**src/rtl/ex_result_pipe_if.sv**
```systemverilog
// Bundle of the issue, control, lookup, forwarding and writeback signals of
// one ex_result_pipe instance.  The pipe sits on the slave modport; the
// issuing stage / decode logic sits on the master modport.
// Optional feature macro: EX_RESULT_PERF_EN (adds perf_issued / perf_wb).
interface ex_result_pipe_if #(
   parameter int DEPTH  = 7,
   parameter int DATA_W = 128,
   parameter int REG_W  = 7,
   parameter int LAT_W  = 3
);
   // Control and issue. There is no backpressure: an issue is accepted
   // whenever in_valid is high on an edge with stall and flush both low.
   logic                    stall;
   logic                    flush;
   logic                    in_valid;
   logic                    in_regWriteEnable;
   logic [REG_W-1:0]        in_rt;
   logic [DATA_W-1:0]       in_result;
   logic [LAT_W-1:0]        in_latency;
   // Lookup port
   logic [REG_W-1:0]        q_rt;
   logic                    q_hit_pending;
   logic                    q_hit_ready;
   logic [DATA_W-1:0]       q_data;
   // Forwarding taps, stage 0 in the LSBs
   logic [DEPTH-1:0]        fwd_valid;
   logic [DEPTH*REG_W-1:0]  fwd_rt;
   logic [DEPTH*DATA_W-1:0] fwd_data;
   // Writeback
   logic                    wb_en;
   logic [REG_W-1:0]        wb_rt;
   logic [DATA_W-1:0]       wb_data;
`ifdef EX_RESULT_PERF_EN
   logic [31:0]             perf_issued;
   logic [31:0]             perf_wb;
`endif

   modport master (
      output stall, flush, in_valid, in_regWriteEnable, in_rt, in_result,
             in_latency, q_rt,
      input  q_hit_pending, q_hit_ready, q_data, fwd_valid, fwd_rt, fwd_data,
             wb_en, wb_rt, wb_data
`ifdef EX_RESULT_PERF_EN
      , input perf_issued, perf_wb
`endif
   );

   modport slave (
      input  stall, flush, in_valid, in_regWriteEnable, in_rt, in_result,
             in_latency, q_rt,
      output q_hit_pending, q_hit_ready, q_data, fwd_valid, fwd_rt, fwd_data,
             wb_en, wb_rt, wb_data
`ifdef EX_RESULT_PERF_EN
      , output perf_issued, perf_wb
`endif
   );
endinterface

```
**src/rtl/ex_result_pipe.sv**
```systemverilog
// Per-slot EX result staging pipeline.  Each issued result walks a
// DEPTH-stage shift register, counting down its unit latency; every stage
// is a forwarding tap, a lookup port finds the youngest match for decode,
// and the last stage drives register-file writeback.
// Optional feature macro: EX_RESULT_PERF_EN adds issue / writeback counters.
module ex_result_pipe #(
   parameter int DEPTH        = 7,
   parameter int DATA_W       = 128,
   parameter int REG_W        = 7,
   parameter int LAT_W        = 3,
   parameter int FLUSH_STAGES = 2
) (
   input logic              clk,
   input logic              reset,
   ex_result_pipe_if.slave  bus
);

   localparam logic [LAT_W:0] DEPTH_EXT = (LAT_W+1)'(DEPTH);

   logic              valid_q [DEPTH];
   logic              we_q    [DEPTH];
   logic [REG_W-1:0]  rt_q    [DEPTH];
   logic [DATA_W-1:0] data_q  [DEPTH];
   logic [LAT_W-1:0]  cnt_q   [DEPTH];

   logic              valid_d [DEPTH];
   logic              we_d    [DEPTH];
   logic [REG_W-1:0]  rt_d    [DEPTH];
   logic [DATA_W-1:0] data_d  [DEPTH];
   logic [LAT_W-1:0]  cnt_d   [DEPTH];

   logic [LAT_W-1:0]  lat_eff;
   logic [LAT_W:0]    lat_ext;

   // Clamp the issued latency into 1..DEPTH so the countdown always ends
   // inside the pipe.
   always_comb begin
      lat_ext = {1'b0, bus.in_latency};
      lat_eff = bus.in_latency;
      if (bus.in_latency == '0)
         lat_eff = LAT_W'(1);
      else if (lat_ext > DEPTH_EXT)
         lat_eff = LAT_W'(DEPTH);
   end

   // Next-state: hold on stall, otherwise shift with a saturating
   // countdown; flush then clears the youngest stages in either case.
   always_comb begin
      for (int s = 0; s < DEPTH; s++) begin
         valid_d[s] = valid_q[s];
         we_d[s]    = we_q[s];
         rt_d[s]    = rt_q[s];
         data_d[s]  = data_q[s];
         cnt_d[s]   = cnt_q[s];
      end
      if (!bus.stall) begin
         valid_d[0] = bus.in_valid;
         we_d[0]    = bus.in_valid & bus.in_regWriteEnable;
         rt_d[0]    = bus.in_valid ? bus.in_rt : '0;
         data_d[0]  = bus.in_valid ? bus.in_result : '0;
         cnt_d[0]   = bus.in_valid ? (lat_eff - LAT_W'(1)) : '0;
         for (int s = 1; s < DEPTH; s++) begin
            valid_d[s] = valid_q[s-1];
            we_d[s]    = we_q[s-1];
            rt_d[s]    = rt_q[s-1];
            data_d[s]  = data_q[s-1];
            cnt_d[s]   = (cnt_q[s-1] == '0) ? '0 : (cnt_q[s-1] - LAT_W'(1));
         end
      end
      if (bus.flush) begin
         for (int s = 0; s < DEPTH; s++) begin
            if (s < FLUSH_STAGES) begin
               valid_d[s] = 1'b0;
               we_d[s]    = 1'b0;
               rt_d[s]    = '0;
               data_d[s]  = '0;
               cnt_d[s]   = '0;
            end
         end
      end
   end

   // Stage registers; reset clears every field of every stage.
   always_ff @(posedge clk) begin
      for (int s = 0; s < DEPTH; s++) begin
         if (reset) begin
            valid_q[s] <= 1'b0;
            we_q[s]    <= 1'b0;
            rt_q[s]    <= '0;
            data_q[s]  <= '0;
            cnt_q[s]   <= '0;
         end else begin
            valid_q[s] <= valid_d[s];
            we_q[s]    <= we_d[s];
            rt_q[s]    <= rt_d[s];
            data_q[s]  <= data_d[s];
            cnt_q[s]   <= cnt_d[s];
         end
      end
   end

   // Forwarding taps and writeback straight from the stage registers.
   always_comb begin
      for (int s = 0; s < DEPTH; s++) begin
         bus.fwd_valid[s]                  = valid_q[s] & we_q[s] & (cnt_q[s] == '0);
         bus.fwd_rt[s*REG_W +: REG_W]      = rt_q[s];
         bus.fwd_data[s*DATA_W +: DATA_W]  = data_q[s];
      end
      bus.wb_en   = valid_q[DEPTH-1] & we_q[DEPTH-1];
      bus.wb_rt   = rt_q[DEPTH-1];
      bus.wb_data = data_q[DEPTH-1];
   end

   logic              hit;
   logic              hit_ready;
   logic [DATA_W-1:0] hit_data;

   // Lookup: scan oldest to youngest so the youngest match overwrites;
   // the youngest match alone decides pending vs. ready.
   always_comb begin
      hit       = 1'b0;
      hit_ready = 1'b0;
      hit_data  = '0;
      for (int s = DEPTH-1; s >= 0; s--) begin
         if (valid_q[s] && we_q[s] && (rt_q[s] == bus.q_rt)) begin
            hit       = 1'b1;
            hit_ready = (cnt_q[s] == '0);
            hit_data  = data_q[s];
         end
      end
      bus.q_hit_pending = hit & ~hit_ready;
      bus.q_hit_ready   = hit_ready;
      bus.q_data        = hit_ready ? hit_data : '0;
   end

`ifdef EX_RESULT_PERF_EN
   logic [31:0] perf_issued_q;
   logic [31:0] perf_wb_q;

   // Free-running wrap-around counters of accepted issues and writeback cycles.
   always_ff @(posedge clk) begin
      if (reset) begin
         perf_issued_q <= '0;
         perf_wb_q     <= '0;
      end else begin
         if (bus.in_valid && !bus.stall && !bus.flush)
            perf_issued_q <= perf_issued_q + 32'd1;
         if (bus.wb_en)
            perf_wb_q <= perf_wb_q + 32'd1;
      end
   end

   assign bus.perf_issued = perf_issued_q;
   assign bus.perf_wb     = perf_wb_q;
`endif

endmodule

```
**src/flat_wrapper.sv**
```systemverilog
// flat-port wrapper written by rule: the top's interface ports become plain ports
module ex_result_pipe_flat 
#(
   parameter int DEPTH        = 7,
   parameter int DATA_W       = 128,
   parameter int REG_W        = 7,
   parameter int LAT_W        = 3,
   parameter int FLUSH_STAGES = 2
)
  (clk, reset, bus_stall, bus_flush, bus_in_valid, bus_in_regWriteEnable, bus_in_rt, bus_in_result, bus_in_latency, bus_q_rt, bus_q_hit_pending, bus_q_hit_ready, bus_q_data, bus_fwd_valid, bus_fwd_rt, bus_fwd_data, bus_wb_en, bus_wb_rt, bus_wb_data);
  ex_result_pipe_if #(.DEPTH(DEPTH), .DATA_W(DATA_W), .REG_W(REG_W), .LAT_W(LAT_W)) bus_i ();
  input logic clk;
  input logic reset;
  input wire logic [$bits(bus_i.stall)-1:0] bus_stall;
  input wire logic [$bits(bus_i.flush)-1:0] bus_flush;
  input wire logic [$bits(bus_i.in_valid)-1:0] bus_in_valid;
  input wire logic [$bits(bus_i.in_regWriteEnable)-1:0] bus_in_regWriteEnable;
  input wire logic [$bits(bus_i.in_rt)-1:0] bus_in_rt;
  input wire logic [$bits(bus_i.in_result)-1:0] bus_in_result;
  input wire logic [$bits(bus_i.in_latency)-1:0] bus_in_latency;
  input wire logic [$bits(bus_i.q_rt)-1:0] bus_q_rt;
  output wire logic [$bits(bus_i.q_hit_pending)-1:0] bus_q_hit_pending;
  output wire logic [$bits(bus_i.q_hit_ready)-1:0] bus_q_hit_ready;
  output wire logic [$bits(bus_i.q_data)-1:0] bus_q_data;
  output wire logic [$bits(bus_i.fwd_valid)-1:0] bus_fwd_valid;
  output wire logic [$bits(bus_i.fwd_rt)-1:0] bus_fwd_rt;
  output wire logic [$bits(bus_i.fwd_data)-1:0] bus_fwd_data;
  output wire logic [$bits(bus_i.wb_en)-1:0] bus_wb_en;
  output wire logic [$bits(bus_i.wb_rt)-1:0] bus_wb_rt;
  output wire logic [$bits(bus_i.wb_data)-1:0] bus_wb_data;
  assign bus_i.stall = bus_stall;
  assign bus_i.flush = bus_flush;
  assign bus_i.in_valid = bus_in_valid;
  assign bus_i.in_regWriteEnable = bus_in_regWriteEnable;
  assign bus_i.in_rt = bus_in_rt;
  assign bus_i.in_result = bus_in_result;
  assign bus_i.in_latency = bus_in_latency;
  assign bus_i.q_rt = bus_q_rt;
  assign bus_q_hit_pending = bus_i.q_hit_pending;
  assign bus_q_hit_ready = bus_i.q_hit_ready;
  assign bus_q_data = bus_i.q_data;
  assign bus_fwd_valid = bus_i.fwd_valid;
  assign bus_fwd_rt = bus_i.fwd_rt;
  assign bus_fwd_data = bus_i.fwd_data;
  assign bus_wb_en = bus_i.wb_en;
  assign bus_wb_rt = bus_i.wb_rt;
  assign bus_wb_data = bus_i.wb_data;
  ex_result_pipe #(.DEPTH(DEPTH), .DATA_W(DATA_W), .REG_W(REG_W), .LAT_W(LAT_W), .FLUSH_STAGES(FLUSH_STAGES)) u_core (.clk(clk), .reset(reset), .bus(bus_i));
endmodule
```
**config.mk**
```make
export PLATFORM = sky130hd
export DESIGN_NAME = ex_result_pipe_flat
export DESIGN_NICKNAME = d
export VERILOG_FILES = /design/src/rtl/ex_result_pipe_if.sv /design/src/rtl/ex_result_pipe.sv /design/src/flat_wrapper.sv
export SDC_FILE = /design/constraint.sdc
export NUM_CORES = 2
export LEC_CHECK = 0
export ABC_AREA = 1
export CAP_MARGIN = 30
export CORE_AREA = 2 2 533 535
export CTS_BUF_LIST = sky130_fd_sc_hd__clkbuf_4
export DETAILED_ROUTE_END_ITERATION = 10
export DIE_AREA = 0 0 535 537
export PLACE_DENSITY = 0.33
export SLEW_MARGIN = 40
export SYNTH_ARGS = -nofsm -noshare
export SYNTH_HDL_FRONTEND = slang
export SYNTH_SLANG_ARGS = --single-unit
```
**constraint.sdc**
```tcl
create_clock -name clk -period 2.7 [get_ports clk]
set_input_delay 0.27 -clock clk [delete_from_list [all_inputs] [get_ports clk]]
set_output_delay 0.27 -clock clk [all_outputs]
set_load 0.01 [all_outputs]
```
**Word-level counts from Yosys, hierarchy flattened**

Memories as Yosys holds them, arrays and structs flattened.
Index checks and enable logic that the tools add are counted.

- Memories: 5
- Flip-flop bits (word level): 0
- Logic and storage cells: 173
- Memory bits (writable): 980
- Memory bits (read-only): 0
- Output and inout bits: 1218
- Latch bits: 0
- Input bits: 151

- Add/subtract/negate cells: 7
- Bitwise gates (word level): 52
- Div/mod/pow operators: 0
- $lt $le $gt $ge: 0
- $mul: 0
- Eq/ne operators: 7
- Reductions and logical operators: 22
- Multiplexer cells: 80
- Shift-type cells: 0

Memory list:

| memory | words | width | rd ports | clocked after Yosys merged registers in | write ports | line | RTL |
|---|---|---|---|---|---|---|---|
| u_core.data_q | 7 | 128 | 7 | 0 | 7 | ex_result_pipe.sv:23 | `logic [DATA_W-1:0] data_q [DEPTH];` |
| u_core.rt_q | 7 | 7 | 7 | 0 | 7 | ex_result_pipe.sv:22 | `logic [REG_W-1:0] rt_q [DEPTH];` |
| u_core.cnt_q | 7 | 3 | 7 | 0 | 7 | ex_result_pipe.sv:24 | `logic [LAT_W-1:0] cnt_q [DEPTH];` |
| u_core.valid_q | 7 | 1 | 7 | 0 | 7 | ex_result_pipe.sv:20 | `logic valid_q [DEPTH];` |
| u_core.we_q | 7 | 1 | 7 | 0 | 7 | ex_result_pipe.sv:21 | `logic we_q [DEPTH];` |

Operator list:

| operator | number |
|---|---|
| 2-to-1 mux 128 bit | 16 |
| 2-to-1 mux 896 bit | 1 |
| 2-to-1 mux 256 bit | 1 |
| 2-to-1 mux 7 bit | 10 |
| equality test 7 bit | 7 |
| 2-to-1 mux 49 bit | 1 |
| 2-to-1 mux 3 bit | 15 |
| OR 1 bit | 35 |
| 2-to-1 mux 1 bit | 31 |
| logical NOT 3 bit | 8 |
| 2-to-1 mux 21 bit | 1 |
| subtractor 3 x 1 -> 3 bit (second input constant) | 7 |
| AND 1 bit | 16 |
| logical AND 1 bit | 14 |
| 2-to-1 mux 14 bit | 1 |
| 2-to-1 mux 6 bit | 1 |
| 2-to-1 mux 2 bit | 2 |
| inverter 1 bit | 1 |

**Depth between registers and ports, before layout**

An unclocked memory read counts as a cell.

- Depth in word-level cells: 12
- Mapped depth: 20
- Gate-level depth less buffers: 17

**Worst setup path after synthesis**

No wires, ideal clock.

- Path kind: input to output
- From: input port bus_q_rt[6]
- To: output port bus_q_data[123]
- Path buffers: 4
- Required time: 2430 ps
- Stages on the path: 12
- Path slack: 647 ps
- Arrival: 1783 ps
- Cell sequence: buf_4 xor2_1 nor3_1 nand2_1 nor2_2 buf_2 buf_4 buf_2 a21oi_1 nand2_1 a21oi_1 nor2_1

- Longest elaborated chain between the ends: 10
- Elaborated cells on any way between the ends: 29
- Classes of those cells: eq/ne: 7; mux: 15; reduce/logical: 7

Ends and longest elaborated chain:

| element | line | RTL |
|---|---|---|
| start: declaration | flat_wrapper.sv:21 | `input wire logic [$bits(bus_i.q_rt)-1:0] bus_q_rt;` |
| equality test 7 bit | ex_result_pipe.sv:125 | `if (valid_q[s] && we_q[s] && (rt_q[s] == bus.q_rt)) begin` |
| logical AND 1 bit | ex_result_pipe.sv:125 |  |
| 2-to-1 mux 128 bit / 2-to-1 mux 1 bit (equally long branches) (7 in a row) | ex_result_pipe.sv:125 |  |
| 2-to-1 mux 128 bit * | ex_result_pipe.sv:133 | `bus.q_data = hit_ready ? hit_data : '0;` |
| end: declaration | flat_wrapper.sv:24 | `output wire logic [$bits(bus_i.q_data)-1:0] bus_q_data;` |

Every way passes the cells marked *; elsewhere a longest branch is shown, timed or not.

==> flow_summary.rst <==
.. list-table::
   :header-rows: 1

   * - Metric
     - Value
   * - Result of the run
     - finished, violations left
   * - Failing checks
     - setup timing
   * - Final std cell area, no fill
     - 79400 um^2
   * - Count of TritonRoute iterations in the first routing pass
     - 5
   * - Leading post-synthesis cells by cell area
     - sky130_fd_sc_hd__dfxtp_1, sky130_fd_sc_hd__nand2_1, sky130_fd_sc_hd__nor2_1
   * - Final weighted congestion of routability-driven global placement
     - 0.894
   * - Initial antenna violation count
     - 35
   * - Vias in the first global route
     - 54328
   * - Hold slack final
     - 0.202 ns
   * - Dominant cell by count in the synthesized netlist
     - sky130_fd_sc_hd__nand2_1
   * - Tightest slew margin relative to the limit
     - 38.9%
   * - Worst endpoint data arrival time
     - 3.85 ns
   * - Number of flip-flops and latches in the synthesized netlist
     - 980
   * - Final Worst Setup Slack
     - -1.42 ns
   * - Number of synthesized flops with an enable pin
     - 0
   * - Post-synth net total
     - 7130
   * - Classification of the worst-slack hold path
     - in -> reg
   * - Placement Cell Area
     - 66500 um^2
   * - Number of pins exceeding their max-slew limit in the final report
     - 0
   * - Core Util, Final
     - 28.2%
   * - Endpoints failing hold
     - 0
   * - Area delta synth->final
     - 74.6%
   * - Tot GR Track Use
     - 22.7%
   * - Post-synthesis cell type count
     - 30
   * - H-tree lvl count
     - 5
   * - Fraction of layout instances using a drive strength above 1
     - 28.3%
   * - Post-detail-place hpwl
     - 248000 um
   * - Most repeated library cell on the critical path
     - sky130_fd_sc_hd__buf_12
   * - Starting density of the core
     - 16.2%
   * - Number of buffer and inverter instances along the worst setup path
     - 7
   * - TritonCTS Buffers
     - 325
   * - Maximum fanout count along the critical path
     - 6
   * - Max-cap violations
     - 0
   * - Total DRC errors in the routed layout
     - 0
   * - Share of the clock period used by the worst path
     - 152%
   * - CTS Root Cell
     - sky130_fd_sc_hd__clkbuf_4
   * - Crit path capture type
     - output port
   * - Post-synth top area cell
     - sky130_fd_sc_hd__dfxtp_1
   * - Startpoint of the most critical hold path
     - bus_in_result[26]
   * - Transition time at the pin with the least slew margin
     - 0.916 ns
   * - Worst hold path depth
     - 4
   * - Top-level port count
     - 1369
   * - CTS tree
     - done
   * - Number of core rows
     - 195
   * - Worst Reg-to-Reg Cells
     - 12
   * - Initial detailed-routing violation count
     - 3953
   * - Worst Hold Endpoint
     - u_core.data_q[0][26]
   * - Maximum clock frequency
     - 243 MHz
   * - List of most frequent post-synthesis cells
     - sky130_fd_sc_hd__nand2_1, sky130_fd_sc_hd__nor2_1, sky130_fd_sc_hd__dfxtp_1
   * - Prevailing post-synth register cell
     - sky130_fd_sc_hd__dfxtp_1
   * - Number of port buffers
     - 1368
   * - Pwr Total
     - 38200 uW
   * - Peak supply drop
     - 0.229 mV
   * - Maximum buffer depth of the clock tree
     - 4
   * - Ys async rst share
     - 0%
   * - Power density cells
     - 481 nW/um^2
   * - Share of the synthesized area in the top cell type
     - 43.2%
   * - Gate family responsible for the most delay along the worst path
     - buffers and inverters
   * - Final number of setup-violating endpoints
     - 130
   * - Sum of routed wire length over all layers
     - 342000 um
   * - Antenna Nets Post-Route
     - 0
   * - Launching element type of the critical path
     - register
   * - Crit Reg-Reg Startpoint
     - u_core.cnt_q[0][0]
   * - Die width
     - 535 um
   * - YS warnings
     - 0
   * - Per-cell routed wire length
     - 26.3 um
   * - Post-detailed-route via-to-cell ratio
     - 4.33
   * - Master of the slowest instance on the critical path
     - sky130_fd_sc_hd__dfxtp_2
   * - Gate Count Post-Synth
     - 6968
   * - Longest individual stage delay on the worst path
     - 0.41 ns
   * - Setup slack of the most critical reg-to-reg path
     - 1.02 ns
   * - Total number of vias
     - 56330
   * - Post-synthesis sequential area ratio
     - 43.2%
   * - Final worst clock skew
     - 0.0849 ns
   * - CTS clk-pin slew, worst paths
     - 0.06 ns
   * - Layout Nets
     - 9201
   * - Pin count of the biggest net entering global routing
     - 196
   * - Area of the core region
     - 281000 um^2
   * - Netlist area before placement
     - 45500 um^2
   * - R2R Path End
     - u_core.cnt_q[0][5]
   * - Clock latency on the worst-skew pair
     - 1.31 ns
   * - Die area
     - 287000 um^2
   * - Min Tclk post-route
     - 4.12 ns
   * - # clock sinks
     - 980
   * - Average cell area after synthesis
     - 6.52 um^2
   * - Sequence of cells on the critical path
     - o21ai_1 > nor2_1 > o211ai_1 > buf_4 > o21ai_4 > buf_12 > buf_12 > buf_16 > buf_16 > buf_12 > nand2_2 > a21oi_4 > nor2_4 > buf_12
   * - Required time of the critical path
     - 2.43 ns
   * - Unrepaired setup endpoints after global routing
     - true
   * - Height of the die
     - 537 um
   * - Global-route congestion overflow total
     - 0
   * - Global-route wire length before repair
     - 461000 um
   * - Critical setup path kind
     - reg -> out
   * - Leakage power
     - 0.0358 uW
[worst max path at each step]
stage | startpoint | to | slack [ns] | depth (start not counted)
after CTS | u_core.rt_q[1][9] | bus_q_hit_pending | -1.69 | 22
final | u_core.rt_q[0][17] | bus_q_data[80] | -1.42 | 14
after global routing | u_core.rt_q[1][18] | bus_q_data[15] | -1.62 | 19
after global placement | bus_q_rt[0] | bus_q_data[81] | -1.42 | 18
after detailed placement | bus_q_rt[0] | bus_q_data[81] | -1.40 | 18
after floorplan | bus_q_rt[6] | bus_q_data[123] | 0.65 | 12
[tightest hold or removal path, stage by stage]
cell                              delay, ns
sky130_fd_sc_hd__dlygate4sd3_1         0.53
sky130_fd_sc_hd__clkdlybuf4s50_1       0.43
sky130_fd_sc_hd__nand2_1               0.07
sky130_fd_sc_hd__a21oi_1               0.05
[report_power, final]
group | internal, uW | switching, uW
Clock | 8670 | 7810
Sequential | 15200 | 944
Combinational | 2310 | 3250
[per-stage QoR]
step	setup slack (ns)	setup TNS [ns]	instances
global placement	-1.42	-142.03	11993
detailed placement	-1.40	-134.36	11994
floorplan	0.647	0	6968
global route	-1.62	-194.63	13001
CTS	-1.69	-202.04	12978
finish	-1.42	-161.01	13022
[final cells by class]
type | count | area, um^2
diodes | 31 | 77.6
clock buffers | 471 | 3540
clock inverters | 65 | 510
fillers | 31212 | 202000
inverters | 96 | 410
multi-input cells | 5217 | 25800
flip-flops and latches | 980 | 20000
well taps | 3743 | 4680
repair buffers | 2419 | 24300
[repair_timing]
item                                     CTS  global route
cloned                                    29             2
endpoints found under the hold margin    912             0
pin swaps                                217           321
endpoints found under the setup margin  1181           136
resized for setup                       2460           680
hold buffers                             253             0
buffers inserted                         196            61
[flip-flops by register name, indices dropped and copies added (netlist names)]
register and cells:
u_core.rt_q 49, u_core.we_q 7, u_core.data_q 896, u_core.cnt_q 21, u_core.valid_q 7
[layer usage]
metal  wire length, um  global-route usage, %  up-vias
li1                  -                      -    26497
met4             10600                   6.59       10
met3             26700                   6.51      411
met2            156000                   36.9     2127
met5                56                      0        -
met1            149000                   29.1    27285
[cell families (layout without fill, tap and decap cells)]
kind of cell             count (synthesis)  count (layout)  share of synthesized area [%]
XOR/XNOR                                22              22                          0.424
buffers and inverters                  771            3051                           8.03
other                                    0              31                              0
AND/OR/NAND/NOR                       3823            3823                           33.1
flip-flops                             980             980                           43.2
adder cells (fa/ha/maj)                 11              11                          0.303
AO/OA/AOI/OAI                         1361            1361                           15.0
[placed cells by master, fill, tap and decap left out, types with 50 or more instances in the layout]
| cell | instances |
|---|---|
| sky130_fd_sc_hd__a21oi_1 | 479 |
| sky130_fd_sc_hd__a21oi_2 | 62 |
| sky130_fd_sc_hd__a21oi_4 | 65 |
| sky130_fd_sc_hd__buf_12 | 160 |
| sky130_fd_sc_hd__buf_2 | 70 |
| sky130_fd_sc_hd__buf_4 | 457 |
| sky130_fd_sc_hd__buf_6 | 180 |
| sky130_fd_sc_hd__clkbuf_4 | 471 |
| sky130_fd_sc_hd__clkdlybuf4s15_2 | 50 |
| sky130_fd_sc_hd__clkdlybuf4s50_1 | 262 |
| sky130_fd_sc_hd__dfxtp_1 | 722 |
| sky130_fd_sc_hd__dfxtp_2 | 226 |
| sky130_fd_sc_hd__dlygate4sd2_1 | 902 |
| sky130_fd_sc_hd__dlygate4sd3_1 | 253 |
| sky130_fd_sc_hd__inv_1 | 66 |
| sky130_fd_sc_hd__nand2_1 | 1578 |
| sky130_fd_sc_hd__nand2_2 | 286 |
| sky130_fd_sc_hd__nand2_4 | 97 |
| sky130_fd_sc_hd__nand3_1 | 194 |
| sky130_fd_sc_hd__nand3_2 | 70 |
| sky130_fd_sc_hd__nor2_1 | 1343 |
| sky130_fd_sc_hd__nor2_4 | 66 |
| sky130_fd_sc_hd__o21ai_0 | 740 |
| sky130_fd_sc_hd__or2_2 | 121 |
(Power assumes the default switching activity.)
